## config.mk

```make
export PLATFORM = sky130hd
export DESIGN_NAME = adc_spi_rx_sfr
export DESIGN_NICKNAME = d
export VERILOG_FILES = /design/src/rtl/adc_spi_rx_sfr.sv
export SDC_FILE = /design/constraint.sdc
export NUM_CORES = 1
export LEC_CHECK = 0
export CAP_MARGIN = 10
export CORE_UTILIZATION = 48
export DETAILED_ROUTE_END_ITERATION = 8
export PLACE_DENSITY = 0.84
export SETUP_SLACK_MARGIN = 0.02
export SLEW_MARGIN = 30
export SYNTH_ARGS = -nofsm -noshare
export SYNTH_HDL_FRONTEND = slang
export SYNTH_SLANG_ARGS = --single-unit
```

## constraint.sdc

```tcl
create_clock -name CPUClock -period 2.01 [get_ports CPUClock]
set_input_delay 0.402 -clock CPUClock [delete_from_list [all_inputs] [get_ports CPUClock]]
set_output_delay 0.402 -clock CPUClock [all_outputs]
set_load 0.02 [all_outputs]
```

## src/rtl/adc_spi_rx_sfr.sv

```systemverilog
// SFR-mapped reader for a 12-bit serial ADC (16-clock frame, 4 leading zeros, MSB first).
// Launches frames from a control SFR, latches the result into two read-only SFRs, raises an IRQ.
module adc_spi_rx_sfr #(
    parameter logic [7:0] CTRL_ADDRS = 8'hC4,
    parameter logic [7:0] DATH_ADDRS = 8'hC5,
    parameter logic [7:0] DATL_ADDRS = 8'hC6,
    parameter int         CLK_DIV    = 4,
    parameter int         QUIET_CYC  = 8
) (
    input  logic       CPUClock,
    input  logic       RESET,
    input  logic [7:0] DIR_WR_ADDRS,
    input  logic [7:0] DIR_RD_ADDRS,
    input  logic [7:0] WR_DATA,
    input  logic       DIRECT_WR,
    input  logic       WR_EN,
    input  logic       DIRECT_RD,
    output logic [7:0] RD_DATA,
    output logic       HIT,
    output logic       ADC_CS_n,
    output logic       ADC_SCLK,
    input  logic       ADC_SDO,
    output logic       ADC_INT_REQ,
    input  logic       IACK_ADC
);

    localparam logic [2:0] S_IDLE  = 3'd0;
    localparam logic [2:0] S_SETUP = 3'd1;
    localparam logic [2:0] S_LOW   = 3'd2;
    localparam logic [2:0] S_HIGH  = 3'd3;
    localparam logic [2:0] S_QUIET = 3'd4;

    localparam logic [7:0] DIV_M1   = 8'(CLK_DIV - 1);
    localparam logic [7:0] QUIET_M1 = 8'(QUIET_CYC - 1);

    logic [2:0]  state;
    logic [7:0]  cnt;
    logic [4:0]  bitcnt;
    logic [11:0] shreg;
    logic [11:0] res;
    logic        sync1, sync2;
    logic        cs_n, sclk;
    logic        done, ovr, ie, cont;

    logic ctrl_wr, abort, start, phase_end, complete, done_clr, busy;

    assign ctrl_wr   = DIRECT_WR & WR_EN & (DIR_WR_ADDRS == CTRL_ADDRS);
    assign abort     = ctrl_wr & WR_DATA[3];
    assign start     = ctrl_wr & WR_DATA[0] & (state == S_IDLE);
    assign phase_end = (cnt == 8'd0);
    assign busy      = (state != S_IDLE);
    assign complete  = !abort && (state == S_HIGH) && phase_end && (bitcnt == 5'd16);
    assign done_clr  = IACK_ADC | (DIRECT_RD & (DIR_RD_ADDRS == DATL_ADDRS))
                     | (ctrl_wr & ~WR_DATA[7]);

    always_ff @(posedge CPUClock or posedge RESET) begin
        if (RESET) begin
            sync1 <= 1'b0;
            sync2 <= 1'b0;
        end else begin
            sync1 <= ADC_SDO;
            sync2 <= sync1;
        end
    end

    // 12-bit shifter: after 16 samples only the last 12 remain, dropping the leading zeros.
    always_ff @(posedge CPUClock or posedge RESET) begin
        if (RESET) begin
            state  <= S_IDLE;
            cnt    <= 8'd0;
            bitcnt <= 5'd0;
            shreg  <= 12'h000;
            cs_n   <= 1'b1;
            sclk   <= 1'b1;
        end else if (abort) begin
            state  <= S_IDLE;
            cnt    <= 8'd0;
            bitcnt <= 5'd0;
            shreg  <= 12'h000;
            cs_n   <= 1'b1;
            sclk   <= 1'b1;
        end else begin
            case (state)
                S_IDLE: begin
                    if (start) begin
                        state  <= S_SETUP;
                        cs_n   <= 1'b0;
                        cnt    <= DIV_M1;
                        bitcnt <= 5'd0;
                    end
                end
                S_SETUP: begin
                    if (phase_end) begin
                        shreg  <= {shreg[10:0], sync2};
                        state  <= S_LOW;
                        sclk   <= 1'b0;
                        cnt    <= DIV_M1;
                        bitcnt <= bitcnt + 5'd1;
                    end else begin
                        cnt <= cnt - 8'd1;
                    end
                end
                S_LOW: begin
                    if (phase_end) begin
                        state <= S_HIGH;
                        sclk  <= 1'b1;
                        cnt   <= DIV_M1;
                    end else begin
                        cnt <= cnt - 8'd1;
                    end
                end
                S_HIGH: begin
                    if (!phase_end) begin
                        cnt <= cnt - 8'd1;
                    end else if (bitcnt != 5'd16) begin
                        shreg  <= {shreg[10:0], sync2};
                        state  <= S_LOW;
                        sclk   <= 1'b0;
                        cnt    <= DIV_M1;
                        bitcnt <= bitcnt + 5'd1;
                    end else begin
                        state <= S_QUIET;
                        cs_n  <= 1'b1;
                        cnt   <= QUIET_M1;
                    end
                end
                S_QUIET: begin
                    if (!phase_end) begin
                        cnt <= cnt - 8'd1;
                    end else if (cont) begin
                        state  <= S_SETUP;
                        cs_n   <= 1'b0;
                        cnt    <= DIV_M1;
                        bitcnt <= 5'd0;
                    end else begin
                        state <= S_IDLE;
                    end
                end
                default: begin
                    state <= S_IDLE;
                    cs_n  <= 1'b1;
                    sclk  <= 1'b1;
                end
            endcase
        end
    end

    // A completion wins over a coincident DONE clear, and then leaves OVR alone.
    always_ff @(posedge CPUClock or posedge RESET) begin
        if (RESET) begin
            res  <= 12'h000;
            done <= 1'b0;
            ovr  <= 1'b0;
            ie   <= 1'b0;
            cont <= 1'b0;
        end else begin
            if (ctrl_wr) begin
                ie   <= WR_DATA[2];
                cont <= WR_DATA[1];
                if (!WR_DATA[6])
                    ovr <= 1'b0;
            end
            if (complete) begin
                res  <= shreg;
                done <= 1'b1;
                if (done && !done_clr)
                    ovr <= 1'b1;
            end else if (done_clr) begin
                done <= 1'b0;
            end
        end
    end

    assign ADC_CS_n    = cs_n;
    assign ADC_SCLK    = sclk;
    assign ADC_INT_REQ = done & ie;

    always_comb begin
        RD_DATA = 8'h00;
        HIT     = 1'b0;
        if (DIR_RD_ADDRS == CTRL_ADDRS) begin
            HIT     = 1'b1;
            RD_DATA = {done, ovr, 2'b00, 1'b0, ie, cont, busy};
        end else if (DIR_RD_ADDRS == DATH_ADDRS) begin
            HIT     = 1'b1;
            RD_DATA = {4'b0000, res[11:8]};
        end else if (DIR_RD_ADDRS == DATL_ADDRS) begin
            HIT     = 1'b1;
            RD_DATA = res[7:0];
        end
    end

endmodule
```

* Word level (Yosys, flattened, before mapping)
Index checks and enable logic that the tools add are counted.
Cells by class: add/sub/neg operators 2, multipliers 0, div/mod/pow operators 0, magnitude comparators 0, equality and inequality tests 21, shifts and indexed selects 0, multiplexer cells 55, bitwise operators 11, reduce and logical (&&, ||, !) cells 21
Operators with widths (number):
- two-way mux 8 bit | 9
- two-way mux 12 bit | 4
- two-way mux 5 bit | 7
- equality test 8 bit (second input constant) | 4
- one-hot mux 8 bit (4 select lines) | 1
- two-way mux 3 bit | 8
- one-hot mux 12 bit (2 select lines) | 1
- two-way mux 1 bit | 21
- inequality test 3 bit (second input constant) | 7
- one-hot mux 5 bit (4 select lines) | 1
- one-hot mux 3 bit (5 select lines) | 1
- AND reduction 5 bit | 2
- nonzero test 5 bit | 2
- AND 1 bit | 8
- logical NOT 8 bit | 1
- one-hot mux 1 bit (4 select lines) | 2
- subtractor 8 x 1 -> 8 bit (second input constant) | 1
- AND reduction 7 bit | 1
- equality test 3 x 2 -> 1 bit (second input constant) | 2
- AND reduction 6 bit | 1
- nonzero test 3 bit | 2
- adder 5 x 1 -> 5 bit (second input constant) | 1
- equality test 5 bit (second input constant) | 1
- inequality test 5 bit (second input constant) | 1
- 14 further kinds | 21
Word-level totals: register bits 48, bits in latches 0, memory bits (writable) 0, ROM bits 0, input port bits 31, output and inout bits 12, logic and storage cells 123, memories 0

* Logic depth before layout (Yosys ltp)
Gate-level depths: netlist of run 1.
depth after elaboration 8, mapped depth 8, gate-level depth less buffers 7

* Worst setup path after synthesis of run 1
OpenSTA, ideal clock, no wires.
kind input port to flip-flop, from input port DIR_WR_ADDRS[0], to register res[0], setup time 125 ps, data arrival time 2006 ps, required time 1885 ps, slack -120 ps, stages on the path 6, buffers on the path 2, cell sequence and4bb_2 and4_1 clkbuf_1 nor4_2 buf_2 mux2_2
On the way: word-level cells in the longest chain between the ends 7
Ends and longest elaborated chain:
- start, declared | RTL line 12 | input logic [7:0] DIR_WR_ADDRS,
- equality test 8 bit | RTL line 47 | assign ctrl_wr = DIRECT_WR & WR_EN & (DIR_WR_ADDRS == CTRL_ADDRS);
- AND 1 bit | RTL line 47
- AND 1 bit | RTL line 48 | assign abort = ctrl_wr & WR_DATA[3];
- logical NOT 1 bit | RTL line 52 | assign complete = !abort && (state == S_HIGH) && phase_end && (bitcnt == 5'd16);
- logical AND 1 bit (3 in a row) | RTL line 52
- end signal, assigned | RTL line 164 | res <= shreg;
- end, declared | RTL line 40 | logic [11:0] res;
No other way between the ends. A chain may end at the register's enable or synchronous reset.

* Final worst setup path of run 1
from register cnt[3], to register bitcnt[3]
On the way: word-level cells in the longest chain between the ends 3, elaborated cells between the ends (all ways) 5, those cells by class eq/ne: 3; reduce/logical: 2
Ends and longest elaborated chain:
- start, declared | RTL line 37 | logic [7:0] cnt;
- start signal, assigned | RTL line 100 | cnt <= cnt - 8'd1;
- start signal, assigned | RTL line 109 | cnt <= cnt - 8'd1;
- start signal, assigned | RTL line 114 | cnt <= cnt - 8'd1;
- logical NOT 8 bit * | RTL line 50 | assign phase_end = (cnt == 8'd0);
- inequality test 3 bit (no line)
- AND reduction 7 bit (no line) *
- end signal, assigned | RTL line 98 | bitcnt <= bitcnt + 5'd1;
- end signal, assigned | RTL line 120 | bitcnt <= bitcnt + 5'd1;
- end, declared | RTL line 38 | logic [4:0] bitcnt;
Mark *: on every way between the ends. The rest lies on a longest branch, timed or not.

==> impl_metrics.toml, run 1 <==
[clock_network]
root_buffer = "clkbuf_8"
clkSlewWorstSetupHoldPaths_ns = 0.10
clkSinkCount = 48
insertion_delay_ns = 0.32
htreeDepth = 2
clock_tree.buffer_depth = 2
cts_tree = "done"
cts_buffers = 5

[global_route]
track_usage_pct = 25.00
grt_max_degree = 28
gr-usage-met2_pct = 45.05
grt_overflow_total = 0
use_met1_pct = 29.30
antenna_found_initial = 0
grt_pass1_vias = 2227
grt_busiest_layer = "met2"
use_met3_pct = 5.149
grt_pass1_wl_um = 10290

[worst_setup_path]
startpoint = "cnt[3]"
crit_path_top_delay_cell = "or4_4"
r2r_start = "cnt[3]"
critPathLaunchType = "flop"
cp_data_required_time_ns = 2.25
critical-path-max-stage-delay_ns = 0.58
cp-end-kind = "flop"
worst-path-buf-inv = 2
cp_top_family = "simple AND/OR/NAND/NOR gates"
path_max_fanout = 5
worstSetupPathType = "reg -> reg"
crit_arrival_ns = 2.36
crit_chain = "or4_4 > buf_6 > nor3_4 > buf_6 > nand3_4 > or4_4 > o211ai_2"

[timing]
worst-slew-pin-transition_ns = 0.5053
setup_slack_ns = -0.1106
setup_tns_ns = -0.9131
hold_viol = 0
report.final.setup_viol = 27
maxSlewHeadroom_pct = 66.26
period_share_pct = 105.5
fin_crit_ns = 2.121
slew_violations = 0
rsz0062_at_grt = "yes"
clock_skew_ns = 0.01479
max_freq_mhz = 471.6

[routing]
wl_per_cell_um = 18.15
vias = 2333
routed_wl_um = 7369
viasPerCell = 5.746
initialDrtViolationCount = 173
ant_nets = 0
drt-pass1-iter-count = 4
drc = 0

[final_layout]
final_common_cell = "dfrtp_1"
drive_above_1_share_pct = 36.90
layout.cells.non_filler = 406
antenna_cells = 0
nets = 369
area_growth_syn_to_layout_pct = 47.65
most-common-layout-cells = "dfrtp_1, buf_4, nor2_1"

[synthesis]
synth_ff_type = "dfrtp_1"
ys_top_cells_by_area = "dfrtp_1, mux2i_1, mux2_2"
synthCells = 250
syn_area_per_cell_um2 = 10.11
synth-seq-area-share_pct = 47.60
yosys.area.top_type = "dfrtp_1"
synth_seq_cells = 48
async_flop_share_pct = 100.0
yosysUniqueCellTypes = 52
ys_warn_count = 0
netlist.area_leader.share_pct = 45.52
synth_edf_count = 0
syn_nets = 284
syn-cell-area_um2 = 2529

[floorplanning]
die_w_um = 74.58
die_y_um = 74.58
die_area_um2 = 5562
pin_count = 43
coreArea_um2 = 5075
start_util_pct = 49.83
rows = 26

[pwr]
powerDensity_nw_per_um2 = 1314
cellLeakagePower_nw = 1.710
peakVddDrop_mv = 0.7023

[hold_path]
hold_class = "reg -> reg"
hold_start = "sync1"

[run_status]
outcome = "finished with violations"
violations = "negative setup slack"

[place]
io_buffers = 40
place.gp.congestion = 0.8806
place_hpwl_um = 4533
post-place-cells = 385

[run]
cap_viol_max_count = 0
layout make-up:
cell class	count	area, um2
clock buffer	5	68.82
clock inverter	3	68.82
fill	333	1341
inverter	10	37.54
multi-input combinational	180	1459
sequential	48	1204
tap	70	87.58
timing repair buffer	90	808.3
sequential cells by signal, summed over array words and instances (netlist names):
register and cells:
ADC_CS_n 1, state 3, bitcnt 5, sync1 1
ovr 1, cnt 8, ie 1, sync2 1
cont 1, ADC_SCLK 1, shreg 12, done 1
res 12
per-stage QoR:
step | total power, mW | setup slack (ns) | instance area (um2) | hold slack, ns | util [%]
floorplan | 2.716 | 0.02533 | 2557 | 0.3312 | -
global placement | 3.350 | -0.6918 | 3294 | 0.3365 | 64.92
detailed placement | 3.441 | -0.7871 | 3294 | 0.3444 | 64.92
CTS | 4.487 | -0.1047 | 3588 | 0.3645 | 70.71
global route | 5.155 | -0.1454 | 3734 | 0.3725 | 73.57
finish | 4.908 | -0.1106 | 3734 | 0.3627 | 73.57
final timing paths:
path                              to  slack (ns)  cells after the start
max                        bitcnt[3]       -0.11                      7
min                            sync2        0.36                      0
max reg2reg                bitcnt[3]       -0.11                      7
min reg2reg                    sync2        0.36                      0
max in group asynchronous     res[3]        1.07                      3
min in group asynchronous     cnt[7]        0.43                      2
layer usage:
metal	up-vias	wire length (um)	share of wire (%)
li1	1077	-	-
met1	1171	2935	40
met2	73	4056	55
met3	12	275	3.7
met4	0	102	1.4
met5	-	0	0
synthesized netlist by cell type, types with 2 or more instances:
library cell and instances:
dfrtp_1 46, nor2_1 28, mux2i_1 17, a21oi_1 16, nand2_1 15, mux2_2 14, inv_1 10, clkbuf_1 9
o21ai_0 8, nand3_1 7, or3_1 6, a31oi_1 4, or4_1 4, a21o_1 3, a31o_2 3, buf_2 3
ha_1 3, nand2b_1 3, nand4_1 3, nor3_1 3, nor4_1 3, o21ai_1 3, o31ai_1 3, a211oi_1 2
and3_1 2, and4_1 2, dfstp_2 2, nor2b_1 2, o211ai_1 2, o211ai_2 2
repair_timing:
action	in CTS	in global routing
cloned	1	0
gates resized for setup	81	45
setup endpoints to repair	46	43
buffers inserted	9	5
pin swaps	11	19
hold buffers	0	0
cells by family (layout without fill, tap and decap cells):
kind of cell | after synthesis | in the layout | share of synthesized area, %
AOI/OAI and AO/OA | 54 | 54 | 14.10
and+or+nand+nor | 91 | 91 | 20.09
muxes | 31 | 31 | 12.96
buffers and inverters | 22 | 108 | 3.414
adders and majority gates | 3 | 3 | 1.485
DFF | 48 | 48 | 47.60
xor gates and xnor gates | 1 | 1 | 0.3464
power breakdown:
part / internal [mW] / leakage, nW / switching, mW
clock: 0.501 / 0.0687 / 0.352
sequential: 1.31 / 0.581 / 0.295
combinational: 1.27 / 1.06 / 1.18
total: 3.08 / 1.71 / 1.83
Note: power is estimated with default switching activity, not from simulation.
==> run 2: changes to the inputs <==
--- a/config.mk
+++ b/config.mk
@@ -8,6 +8,7 @@
 export CAP_MARGIN = 10
 export CORE_UTILIZATION = 48
 export DETAILED_ROUTE_END_ITERATION = 8
+export GPL_TIMING_DRIVEN = 0
 export PLACE_DENSITY = 0.84
 export SETUP_SLACK_MARGIN = 0.02
 export SLEW_MARGIN = 30
==> constraint.sdc (replaced) <==
create_clock -name CPUClock -period 2.01 [get_ports CPUClock]
set_input_delay 0.402 -clock CPUClock [delete_from_list [all_inputs] [get_ports CPUClock]]
set_output_delay 0.402 -clock CPUClock [all_outputs]
set_load 0.01 [all_outputs]
==> run 2 against run 1 <==
Effect of this change: the run still ends with negative setup slack left; first-iteration DRC count is 76% higher; clock skew decreased by 0.0015 ns; combinational power shrank 17%; total power shrank 9.6%; final area fell by 2.5%; largest cell class unchanged; largest power group unchanged.
==> impl_metrics.toml, run 2 (synthesized netlist as in run 1, its figures left out) <==
[worst_setup_path]
crit_path_top_delay_cell = "clkdlybuf4s50_1"
crit_chain = "clkdlybuf4s50_1 > and4b_2 > nand4_1 > a32o_2 > buf_4 > o31ai_1 > a21oi_1"
critPathLaunchType = "primary input"
cp_data_required_time_ns = 2.19
crit_arrival_ns = 2.20
cp-end-kind = "flop"
critical-path-max-stage-delay_ns = 0.45
worstSetupPathType = "in -> reg"
path_max_fanout = 6

[timing]
hold_viol = 0
clock_skew_ns = 0.01333
max_freq_mhz = 494.2
report.final.setup_viol = 1
whs_ns = 0.3594
setup_slack_ns = -0.01334
period_share_pct = 100.7
slew_violations = 0
setup_tns_ns = -0.01334
rsz0062_at_grt = "yes"
worst-slew-pin-transition_ns = 0.5968
maxSlewHeadroom_pct = 60.21
fin_crit_ns = 2.023

[pwr]
cellLeakagePower_nw = 1.649
peakVddDrop_mv = 0.6841
p_sw_share_pct = 38.64
powerDensity_nw_per_um2 = 1218
pwr-share-comb_pct = 46.0
p_seq_share_pct = 37.6
p_clk_share_pct = 16.5
cellInternalPower_mw = 2.722
switchingPower_mw = 1.714

[run_status]
outcome = "finished with violations"
violations = "negative setup slack"

[place]
post-place-cells = 359
place.gp.congestion = 0.8895
place_hpwl_um = 4118
io_buffers = 39

[floorplanning]
start_util_pct = 49.83
die_area_um2 = 5562
die_w_um = 74.58
pin_count = 43
die_y_um = 74.58
coreArea_um2 = 5075
rows = 26

[global_route]
grt_pass1_wl_um = 10540
antenna_found_initial = 0
grt_pass1_vias = 2163
grt_overflow_total = 0
grt_max_degree = 49
track_usage_pct = 25.35

[clock_network]
clock_tree.buffer_depth = 2
cts_tree = "done"
clkSinkCount = 48
htreeDepth = 2
root_buffer = "clkbuf_8"
clkSlewWorstSetupHoldPaths_ns = 0.09
cts_hold_buf = 0
insertion_delay_ns = 0.31
cts_buffers = 5

[final_layout]
antenna_cells = 0
final_core_util_pct = 71.75
final_common_cell = "dfrtp_1"
nets = 358
largestRegisters = "res x12, shreg x12, cnt x8"
layout.cells.non_filler = 395
drive_above_1_share_pct = 37.85
area_growth_syn_to_layout_pct = 43.99
most-common-layout-cells = "dfrtp_1, buf_4, nor2_1"

[routing]
wl_per_cell_um = 18.24
drc = 0
drt-pass1-iter-count = 5
ant_nets = 0
vias = 2342
initialDrtViolationCount = 305
viasPerCell = 5.929
routed_wl_um = 7204

[hold_path]
hold_class = "reg -> reg"

[run]
cap_viol_max_count = 0
run 2: path summary, 6_finish.rpt:
path	start	end	slack, ns	cells past startpoint
setup / recovery	DIR_WR_ADDRS[7]	cnt[5]	-0.01	7
hold / removal	sync1	sync2	0.36	0
setup reg to reg	cnt[6]	cnt[5]	0	6
hold reg to reg	sync1	sync2	0.36	0
max in group asynchronous	RESET	state[0]	1.05	2
min in group asynchronous	RESET	shreg[4]	0.50	2
run 2: repair_timing:
item	in CTS	in global routing
gates resized for setup	91	45
endpoints found under the setup margin	49	44
buffers inserted	24	5
gates cloned	2	1
pin swaps	17	16
run 2: layout make-up:
type | count | area (um2)
multi-input combinational | 180 | 1471
inverter | 10 | 40.04
fill | 334 | 1434
sequential | 48 | 1209
tap | 70 | 87.58
clock inverter | 3 | 47.55
timing repair buffer | 71 | 643.1
buffer | 8 | 73.82
clock buffer | 5 | 68.82
run 2: stage by stage:
step	total power, mW	setup slack [ns]	instance area [um2]
after floorplan	2.705	0.02533	2557
after global placement	3.024	-0.8332	3035
after detailed placement	3.103	-0.8497	3038
after CTS	4.124	-0.03319	3476
after global routing	4.683	-0.04206	3641
final	4.436	-0.01334	3641
run 2: power groups by stage:
stage,sequential [mW],clock [mW],combinational [mW]
after floorplan,1.51,0,1.19
after global placement,1.56,0,1.46
after detailed placement,1.58,0,1.53
after CTS,1.61,0.726,1.79
after global routing,1.70,0.773,2.21
final,1.67,0.730,2.04
run 2: critical path, delay by kind of cell:
family / cells / cell delay (ns)
compound gates: 3 / 0.74
buf+inv: 2 / 0.62
simple gates: 2 / 0.44
run 2: layer usage:
layer / share of wire (%) / track usage (%) / wire length (um)
met1: 40 / 30.81 / 2886
met2: 52 / 44.44 / 3760
met3: 4.8 / 5.014 / 347
met4: 2.9 / 9.434 / 210
met5: 0 / 0 / 0
